<file path="src/rtl/dot_product_accum_if.sv">
`default_nettype none
// ============================================================================
// Module   : dot_product_accum_if
// Brief    : Command, product-stream and result handshake bundle for the
//            dot-product accumulator. The master drives the requests and the
//            products; the slave returns the result.
// Revision : 1.0 - initial release
// ============================================================================
interface dot_product_accum_if #(
    parameter int ACC_W = 24,
    parameter int LEN_W = 8
);
    logic                    start;
    logic [LEN_W-1:0]        len;
    logic                    busy;
    logic signed [15:0]      p_in;
    logic                    p_valid;
    logic                    p_ready;
    logic                    out_ready;
    logic                    out_valid;
    logic signed [15:0]      acc_out;
    logic signed [ACC_W-1:0] acc_full;
    logic                    overflow;

    modport master (
        output start, len, p_in, p_valid, out_ready,
        input  busy, p_ready, out_valid, acc_out, acc_full, overflow
    );

    modport slave (
        input  start, len, p_in, p_valid, out_ready,
        output busy, p_ready, out_valid, acc_out, acc_full, overflow
    );
endinterface
`default_nettype wire

</file>
<file path="src/rtl/dot_product_accum.sv">
`default_nettype none
// ============================================================================
// Module   : dot_product_accum
// Brief    : Sums a programmed number of signed 16-bit products into a
//            saturating ACC_W-bit accumulator and returns the result clipped
//            to signed 16 bits over a valid/ready handshake.
// Revision : 1.0 - initial release
// ============================================================================
module dot_product_accum #(
    parameter int ACC_W = 24,
    parameter int LEN_W = 8
) (
    input  wire logic         clk,
    input  wire logic         rst,
    dot_product_accum_if.slave bus
);

    localparam logic [1:0] c_st_idle  = 2'd0;
    localparam logic [1:0] c_st_accum = 2'd1;
    localparam logic [1:0] c_st_done  = 2'd2;

    localparam logic signed [ACC_W-1:0] c_acc_max = {1'b0, {(ACC_W-1){1'b1}}};
    localparam logic signed [ACC_W-1:0] c_acc_min = {1'b1, {(ACC_W-1){1'b0}}};

    logic [1:0]              r_state;
    logic [1:0]              w_next_state;
    logic signed [ACC_W-1:0] r_acc;
    logic [LEN_W-1:0]        r_cnt;
    logic signed [15:0]      r_acc_out;
    logic                    r_overflow;
    logic                    r_out_valid;
    logic                    r_busy;

    logic                    w_xfer;
    logic                    w_last;
    logic [ACC_W:0]          w_sum;
    logic                    w_sat;
    logic signed [ACC_W-1:0] w_acc_next;
    logic [ACC_W-16:0]       w_hi;
    logic                    w_fits;
    logic signed [15:0]      w_clip;

    // p_ready is a pure function of state so the upstream never sees an
    // input-to-output path through this block.
    assign bus.p_ready   = (r_state == c_st_accum);
    assign bus.busy      = r_busy;
    assign bus.out_valid = r_out_valid;
    assign bus.acc_out   = r_acc_out;
    assign bus.acc_full  = r_acc;
    assign bus.overflow  = r_overflow;

    assign w_xfer = bus.p_valid && (r_state == c_st_accum);
    assign w_last = (r_cnt == LEN_W'(1));

    // Saturating add one bit wider than the accumulator, then 16-bit clip.
    always_comb begin
        w_sum      = {r_acc[ACC_W-1], r_acc} + {{(ACC_W-15){bus.p_in[15]}}, bus.p_in};
        w_sat      = w_sum[ACC_W] ^ w_sum[ACC_W-1];
        w_acc_next = w_sum[ACC_W-1:0];
        if (w_sat) begin
            w_acc_next = w_sum[ACC_W] ? c_acc_min : c_acc_max;
        end
        w_hi   = w_acc_next[ACC_W-1:15];
        w_fits = (&w_hi) | ~(|w_hi);
        w_clip = w_acc_next[15:0];
        if (!w_fits) begin
            w_clip = w_acc_next[ACC_W-1] ? 16'sh8000 : 16'sh7fff;
        end
    end

    // State register.
    always_ff @(posedge clk) begin
        if (rst) begin
            r_state <= c_st_idle;
        end else begin
            r_state <= w_next_state;
        end
    end

    // Next-state logic: start only counts in IDLE, a zero length skips ACCUM.
    always_comb begin
        w_next_state = r_state;
        case (r_state)
            c_st_idle: begin
                if (bus.start) begin
                    w_next_state = (bus.len == '0) ? c_st_done : c_st_accum;
                end
            end
            c_st_accum: begin
                if (w_xfer && w_last) begin
                    w_next_state = c_st_done;
                end
            end
            c_st_done: begin
                if (bus.out_ready) begin
                    w_next_state = c_st_idle;
                end
            end
            default: w_next_state = c_st_idle;
        endcase
    end

    // Datapath and registered outputs; the result is formed on the last beat
    // so DONE only has to hold it.
    always_ff @(posedge clk) begin
        if (rst) begin
            r_acc       <= '0;
            r_cnt       <= '0;
            r_acc_out   <= '0;
            r_overflow  <= 1'b0;
            r_out_valid <= 1'b0;
            r_busy      <= 1'b0;
        end else begin
            case (r_state)
                c_st_idle: begin
                    if (bus.start) begin
                        r_cnt       <= bus.len;
                        r_acc       <= '0;
                        r_acc_out   <= '0;
                        r_overflow  <= 1'b0;
                        r_busy      <= 1'b1;
                        r_out_valid <= (bus.len == '0);
                    end
                end
                c_st_accum: begin
                    if (w_xfer) begin
                        r_acc <= w_acc_next;
                        r_cnt <= r_cnt - LEN_W'(1);
                        if (w_sat) begin
                            r_overflow <= 1'b1;
                        end
                        if (w_last) begin
                            r_acc_out   <= w_clip;
                            r_overflow  <= r_overflow | w_sat | ~w_fits;
                            r_out_valid <= 1'b1;
                        end
                    end
                end
                c_st_done: begin
                    if (bus.out_ready) begin
                        r_out_valid <= 1'b0;
                        r_busy      <= 1'b0;
                    end
                end
                default: begin
                    r_out_valid <= 1'b0;
                    r_busy      <= 1'b0;
                end
            endcase
        end
    end

endmodule
`default_nettype wire

</file>
<file path="src/flat_wrapper.sv">
// flat-port wrapper written by rule: the top's interface ports become plain ports
module dot_product_accum_flat 
#(
    parameter int ACC_W = 24,
    parameter int LEN_W = 8
)
  (clk, rst, bus_start, bus_len, bus_p_in, bus_p_valid, bus_out_ready, bus_busy, bus_p_ready, bus_out_valid, bus_acc_out, bus_acc_full, bus_overflow);
  dot_product_accum_if #(.ACC_W(ACC_W), .LEN_W(LEN_W)) bus_i ();
  input  wire logic clk;
  input  wire logic rst;
  input wire logic [$bits(bus_i.start)-1:0] bus_start;
  input wire logic [$bits(bus_i.len)-1:0] bus_len;
  input wire logic [$bits(bus_i.p_in)-1:0] bus_p_in;
  input wire logic [$bits(bus_i.p_valid)-1:0] bus_p_valid;
  input wire logic [$bits(bus_i.out_ready)-1:0] bus_out_ready;
  output wire logic [$bits(bus_i.busy)-1:0] bus_busy;
  output wire logic [$bits(bus_i.p_ready)-1:0] bus_p_ready;
  output wire logic [$bits(bus_i.out_valid)-1:0] bus_out_valid;
  output wire logic [$bits(bus_i.acc_out)-1:0] bus_acc_out;
  output wire logic [$bits(bus_i.acc_full)-1:0] bus_acc_full;
  output wire logic [$bits(bus_i.overflow)-1:0] bus_overflow;
  assign bus_i.start = bus_start;
  assign bus_i.len = bus_len;
  assign bus_i.p_in = bus_p_in;
  assign bus_i.p_valid = bus_p_valid;
  assign bus_i.out_ready = bus_out_ready;
  assign bus_busy = bus_i.busy;
  assign bus_p_ready = bus_i.p_ready;
  assign bus_out_valid = bus_i.out_valid;
  assign bus_acc_out = bus_i.acc_out;
  assign bus_acc_full = bus_i.acc_full;
  assign bus_overflow = bus_i.overflow;
  dot_product_accum #(.ACC_W(ACC_W), .LEN_W(LEN_W)) u_core (.clk(clk), .rst(rst), .bus(bus_i));
endmodule
</file>
<file path="config.mk">
export PLATFORM = sky130hd
export DESIGN_NAME = dot_product_accum_flat
export DESIGN_NICKNAME = d
export VERILOG_FILES = /design/src/rtl/dot_product_accum_if.sv /design/src/rtl/dot_product_accum.sv /design/src/flat_wrapper.sv
export SDC_FILE = /design/constraint.sdc
export NUM_CORES = 1
export LEC_CHECK = 0
export CAP_MARGIN = 30
export CORE_UTILIZATION = 40
export CTS_BUF_LIST = sky130_fd_sc_hd__clkbuf_8
export CTS_CLUSTER_DIAMETER = 120
export DETAILED_ROUTE_END_ITERATION = 16
export GPL_ROUTABILITY_DRIVEN = 0
export PLACE_DENSITY_LB_ADDON = 0.3
export SETUP_SLACK_MARGIN = 0.4
export SKIP_CTS_REPAIR_TIMING = 1
export SYNTH_ARGS = -nofsm -noshare
export SYNTH_HDL_FRONTEND = slang
export SYNTH_SLANG_ARGS = --single-unit
</file>
<file path="constraint.sdc">
create_clock -name clk -period 9.6 [get_ports clk]
set_input_delay 1.44 -clock clk [delete_from_list [all_inputs] [get_ports clk]]
set_output_delay 1.44 -clock clk [all_outputs]
set_load 0.005 [all_outputs]
</file>
==> flow_metrics.py, run 1 <==
metrics = {
    "cts": {
        "clk_pin_slew_worst_paths_ns": 0.10,
        "cts_sinks": 53,
        "cts_root_buf": "clkbuf_8",
        "clkLatencyLatePin_ns": 0.32,
        "cts_tree": "built",
        "numCtsBuffers": 5,
        "clock_tree.buffer_depth": 2,
        "htreeDepth": 2,
    },
    "critical_path": {
        "critPathKind": "input pin to register",
        "cp-start-kind": "input pin",
        "critPathRequiredTime_ns": 9.82,
        "crit_fanout": 29,
        "slowest_delay_ns": 0.85,
        "worstSetupEndpointType": "register",
        "cpMostUsedCell": "a21o_1",
        "crit_arrival_ns": 7.00,
        "cp_slowest_cell": "ha_1",
        "crit_buf_inv": 2,
        "critPathTopFamily": "compound AO/OA/AOI/OAI gates",
        "crit_chain": "clkdlybuf4s50_1 -> ha_1 -> a21oi_1 -> o21ai_0 -> a21o_1 -> nor3_1 -> a21oi_1 -> a21o_1 -> a21o_1 -> xor2_1 -> ha_1 -> inv_1 -> nand3_1 -> a21oi_2 -> a211oi_4 -> o21ai_2 -> a2111oi_2 -> a41oi_1 -> or2_1 -> a221oi_1",
    },
    "synthesis": {
        "yosysUniqueCellTypes": 71,
        "synth_ff_type": "dfxtp_1",
        "netlist_instances": 490,
        "synth_fp_nets": 548,
        "synthArstFlopShare_pct": 0,
        "ys_ff_latch": 53,
        "syn_area_um2": 3850,
        "yosysSeqAreaShare_pct": 27.6,
        "synth_edf_count": 0,
        "synth_area_per_cell_um2": 7.85,
        "yosysWarningCount": 0,
    },
    "placed_design": {
        "portBuffers": 72,
        "hpwl_um": 7810,
        "post-place-ws_ns": 2.51,
        "place_area_um2": 4630,
    },
    "power": {
        "clkPwrFrac_pct": 21.7,
        "p_sw_share_pct": 39.7,
        "switching_power_mw": 0.285,
        "sequentialPowerShare_pct": 34.9,
        "combPwrFrac_pct": 43.4,
        "peakVddDrop_v": 0.0000702,
        "p_leak_nw": 1.79,
        "p_int_mw": 0.433,
        "power_density_nw_per_um2": 151,
    },
    "final_layout": {
        "layout-area-overhead-vs-synth_pct": 23.1,
        "stdcell_area_um2": 4740,
        "fillers": 929,
        "nNetsFinal": 599,
        "drive_above_1_share_pct": 7.01,
        "diodes": 0,
    },
    "global_routing": {
        "grt.total_usage_pct": 20.9,
        "antenna_found_initial": 0,
        "grt_start_max_net_pins": 43,
        "first_global_vias": 3512,
        "grt_pass1_wl_um": 17000,
        "grt_overflow": 0,
    },
    "job": {
        "cap_violations": 0,
    },
    "route": {
        "num_vias": 3800,
        "first_pass_iters": 8,
        "drtAntennaViolNets": 0,
        "routed_via_density": 5.66,
        "wl_um": 10500,
        "post-route-drc-count": 0,
        "wl_per_cell_um": 15.6,
        "drt-initial-drc-count": 248,
    },
    "sta": {
        "fin_skew_ns": 0.0142,
        "max_freq_ghz": 0.148,
        "hold_viol_final": 0,
        "drv_slew": 0,
        "setup_ws_ns": 2.82,
        "max-slew-margin-rel_pct": 43.9,
        "period_share_pct": 70.6,
        "tightest_slew_ns": 0.841,
        "setup_viol": 0,
        "rsz0062_at_grt": "no",
        "tns_ns": 0,
        "fin_crit_ns": 6.78,
    },
    "die": {
        "die_h_um": 100,
        "start_util_pct": 41.5,
        "core-area_um2": 9280,
        "core.rowCount": 35,
        "ios": 73,
        "die_w_um": 100,
        "dieArea_um2": 10000,
    },
    "hold_path": {
        "hp-class": "register to register",
    },
    "outcome": {
        "outcome": "complete, no violations",
    },
}
==> cells in the mapped netlist, types with 6 or more instances <==
| master | count | area, um2 |
|---|---|---|
| o21ai_0 | 27 | 135 |
| nand3_1 | 8 | 40.0 |
| buf_2 | 6 | 30.0 |
| a21o_1 | 8 | 60.1 |
| nor2_1 | 58 | 218 |
| dfxtp_1 | 53 | 1060 |
| nand2_1 | 50 | 188 |
| a221oi_2 | 10 | 150 |
| clkbuf_1 | 19 | 71.3 |
| nor3_1 | 10 | 50.1 |
| ha_1 | 28 | 350 |
| xnor2_1 | 9 | 78.8 |
| xor2_1 | 7 | 61.3 |
| inv_1 | 10 | 37.5 |
| a21oi_1 | 61 | 305 |
| a22oi_1 | 24 | 180 |
==> placed cells by master (no fill, tap or decap), drive strengths merged, types with 11 or more instances in the layout <==
master / n
nor2: 58
a21oi: 62
clkdlybuf4s50: 71
a221oi: 16
nor3: 11
dfxtp: 53
nand2: 51
inv: 11
a22oi: 24
o21ai: 33
ha: 28
==> metrics by stage <==
stage | hold WS [ns] | total power, mW | utilization [%] | cells
4_1_cts | 0.503 | 0.718 | 51.0 | 671
5_1_grt | 0.528 | 0.764 | 51.0 | 671
6_report | 0.499 | 0.718 | 51.0 | 671
3_5_place_dp | 0.488 | 0.562 | 49.8 | 663
3_3_place_gp | 0.478 | 0.556 | 49.4 | 661
2_1_floorplan | 0.456 | 0.474 | - | 490
==> worst register-to-register path: cells and delay by family, from the launching register on <==
family                     cells  cell delay (ns)
adders and majority gates      2             1.22
xor gates and xnor gates       1             0.15
and+or+nand+nor                2             0.73
AOI/OAI and AO/OA             13             2.60
buffers and inverters          1             0.35
DFF                            1             0.35
==> worst paths after layout <==
| kind | endpoint | start | cells after the start | slack [ns] |
|---|---|---|---|---|
| min | u_core.bus.acc_full[16] | u_core.bus.acc_full[16] | 2 | 0.50 |
| max | u_core.bus.acc_out[7] | bus_p_in[15] | 20 | 2.82 |
| min reg2reg | u_core.bus.acc_full[16] | u_core.bus.acc_full[16] | 2 | 0.50 |
| max reg2reg | u_core.bus.acc_out[7] | u_core.bus.acc_full[4] | 19 | 4.12 |
==> routing by layer <==
layer / wire [um] / vias to the layer above / GRT usage [%]
li1: - / 1910 / -
met1: 4920 / 1755 / 27.8
met2: 4870 / 118 / 35.1
met3: 480 / 17 / 2.65
met4: 196 / 0 / 7.02
met5: 0 / - / 0
==> layout make-up <==
cell class	count	area, um2	share of cell area (%)
clock inverters	3	42.5	0.898
clock buffers	5	68.8	1.45
multi-input cells	396	2610	55.1
inverters	11	41.3	0.872
repair buffers	74	751	15.8
flip-flops and latches	53	1060	22.4
well taps	129	161	3.41
==> power groups by stage <==
stage          logic (mW)  clock network [mW]  registers [mW]
2_1_floorplan       0.222                   0           0.252
3_3_place_gp        0.302                   0           0.255
3_5_place_dp        0.307                   0           0.255
4_1_cts             0.309               0.158           0.250
5_1_grt             0.344               0.168           0.253
6_report            0.311               0.156           0.250
==> registers in the layout (all words and copies together), names as in the netlist <==
register	flops
u_core.bus.acc_full	24
u_core.bus.acc_out	16
u_core.bus.busy	1
u_core.bus.out_valid	1
u_core.bus.overflow	1
u_core.r_cnt	8
u_core.r_state	2
==> logic make-up after synthesis <==
group	after synthesis	synth area share, %
AND/OR/NAND/NOR	165	19.9
adder cells (fa/ha/maj)	29	9.62
multiplexers	5	1.33
buffers and inverters	41	4.68
XOR/XNOR	16	3.64
AO/OA/AOI/OAI	181	33.3
flip-flops	53	27.6
Power figures use the tool's default switching activity.
==> run 2: changes to the inputs <==
clock period = 5.7 ns   (was 9.6 ns; I/O delays follow)
==> run 2 against run 1 <==
Against the previous run:
- sequential power rose by 69%
- hold slack got worse by 0.0053 ns
- power up 67%
- via count is 4.6% higher
- largest cell class unchanged
- largest power group unchanged
==> flow_metrics.py, run 2 (synthesized netlist as in run 1, its figures left out) <==
metrics = {
    "outcome": {
        "outcome": "complete, no violations",
    },
    "global_routing": {
        "grt_start_max_net_pins": 43,
        "grt.total_usage_pct": 22.1,
        "antenna_found_initial": 0,
        "first_global_vias": 3646,
        "grt_overflow": 0,
        "grt_pass1_wl_um": 17900,
    },
    "route": {
        "wl_met3_um": 699,
        "first_pass_iters": 5,
        "dr_wl_met2_um": 5040,
        "drtAntennaViolNets": 0,
        "wl_per_cell_um": 16.2,
        "dr.max_layer_used": "met4",
        "wl_met1_um": 5030,
        "drt-initial-drc-count": 247,
        "post-route-drc-count": 0,
        "num_vias": 3975,
        "wl_um": 11000,
        "routed_via_density": 5.87,
    },
    "sta": {
        "tns_ns": 0,
        "hold_ws_ns": 0.494,
        "max-slew-margin-rel_pct": 49.6,
        "setup_ws_ns": 0.624,
        "setup_viol": 0,
        "fin_skew_ns": 0.0111,
        "fin_crit_ns": 5.08,
        "max_freq_ghz": 0.197,
        "drv_slew": 0,
        "hold_viol_final": 0,
        "period_share_pct": 89.1,
        "rsz0062_at_grt": "no",
        "tightest_slew_ns": 0.756,
    },
    "power": {
        "peakVddDrop_v": 0.000154,
        "p_leak_nw": 1.81,
        "power_mw": 1.20,
        "power_density_nw_per_um2": 251,
    },
    "final_layout": {
        "stdcell_area_um2": 4790,
        "fillers": 932,
        "drive_above_1_share_pct": 8.94,
        "layout-area-overhead-vs-synth_pct": 24.5,
        "nNetsFinal": 605,
        "layout.cells.most_common": "clkdlybuf4s50_1",
        "layout_common_cells": "clkdlybuf4s50_1, a21oi_1, nor2_1",
        "final_cells": 677,
        "largest_register_ffs": 24,
        "final_util_pct": 51.6,
        "diodes": 0,
    },
    "cts": {
        "cts_root_buf": "clkbuf_8",
        "htreeDepth": 2,
        "clk_pin_slew_worst_paths_ns": 0.10,
        "clock_tree.buffer_depth": 2,
        "cts_sinks": 53,
        "clkLatencyLatePin_ns": 0.32,
        "cts_tree": "built",
        "numCtsBuffers": 5,
    },
    "critical_path": {
        "r2r-end": "u_core.bus.acc_out[11]",
        "crit_arrival_ns": 5.30,
        "reg2reg_depth": 19,
        "r2r_slack_ns": 1.21,
        "crit_chain": "clkdlybuf4s50_1 -> ha_1 -> a21o_1 -> a31o_1 -> o21a_2 -> o21ai_1 -> a21oi_1 -> a21o_1 -> a21o_1 -> xor2_1 -> ha_1 -> inv_1 -> buf_4 -> nand2_1 -> or3_1 -> o311a_1 -> nand3_1 -> a41oi_1 -> or2_4 -> a221oi_1",
        "cp-start-kind": "input pin",
        "worstSetupEndpointType": "register",
        "crit_fanout": 15,
        "r2r_start": "u_core.bus.acc_full[4]",
        "critPathRequiredTime_ns": 5.92,
        "cpMostUsedCell": "a21o_1",
        "critPathKind": "input pin to register",
        "critPathLaunch": "bus_p_in[4]",
        "crit_buf_inv": 3,
        "critPathTopFamily": "compound AO/OA/AOI/OAI gates",
        "cp_slowest_cell": "clkdlybuf4s50_1",
        "slowest_delay_ns": 0.41,
    },
    "job": {
        "cap_violations": 0,
    },
    "die": {
        "core-area_um2": 9280,
        "dieArea_um2": 10000,
        "die_h_um": 100,
        "start_util_pct": 41.5,
        "ios": 73,
        "die_w_um": 100,
        "core.rowCount": 35,
    },
    "placed_design": {
        "portBuffers": 72,
        "hpwl_um": 8180,
        "post-place-ws_ns": 0.0470,
        "placedCellCount": 669,
        "place_area_um2": 4680,
    },
    "hold_path": {
        "worstHoldEndpoint": "u_core.bus.acc_full[16]",
        "hold_path_depth": 2,
        "hp-class": "register to register",
        "hp-start": "u_core.bus.acc_full[16]",
    },
}
[run 2: final cells by class]
type / count / area, um2 / share of cell area (%)
Multi-Input combinational cell: 396 / 2620 / 54.7
Sequential cell: 53 / 1060 / 22.1
Timing Repair Buffer: 80 / 816 / 17.0
Tap cell: 129 / 161 / 3.37
Clock buffer: 5 / 68.8 / 1.44
Inverter: 11 / 41.3 / 0.862
Clock inverter: 3 / 21.3 / 0.444
[run 2: where the power goes]
part,switching (mW),internal [mW],total (mW)
sequential,0.0253,0.396,0.422
clock,0.136,0.0876,0.223
combinational,0.334,0.223,0.557
[run 2: how the worst max path moves through the flow]
stage / to / depth (start not counted) / slack, ns
6_report: u_core.bus.acc_out[11] / 20 / 0.62
5_1_grt: u_core.bus.acc_out[9] / 20 / 0.42
4_1_cts: u_core.bus.acc_out[7] / 18 / 0.35
2_1_floorplan: u_core.bus.acc_out[0] / 22 / 0.91
3_5_place_dp: u_core.bus.acc_out[11] / 19 / 0.05
3_3_place_gp: u_core.bus.acc_out[8] / 17 / 0.11
[run 2: tightest hold or removal path, delay by kind of cell, from the launching register on]
kind | cells | cell delay, ns
flip-flops | 1 | 0.34
AND/OR/NAND/NOR | 1 | 0.06
AO/OA/AOI/OAI | 1 | 0.06
[run 2: layer usage]
layer,GRT usage (%),vias to the layer above
li1,-,1922
met2,35.5,153
met5,0,-
met3,3.41,19
met4,6.13,0
met1,30.8,1881
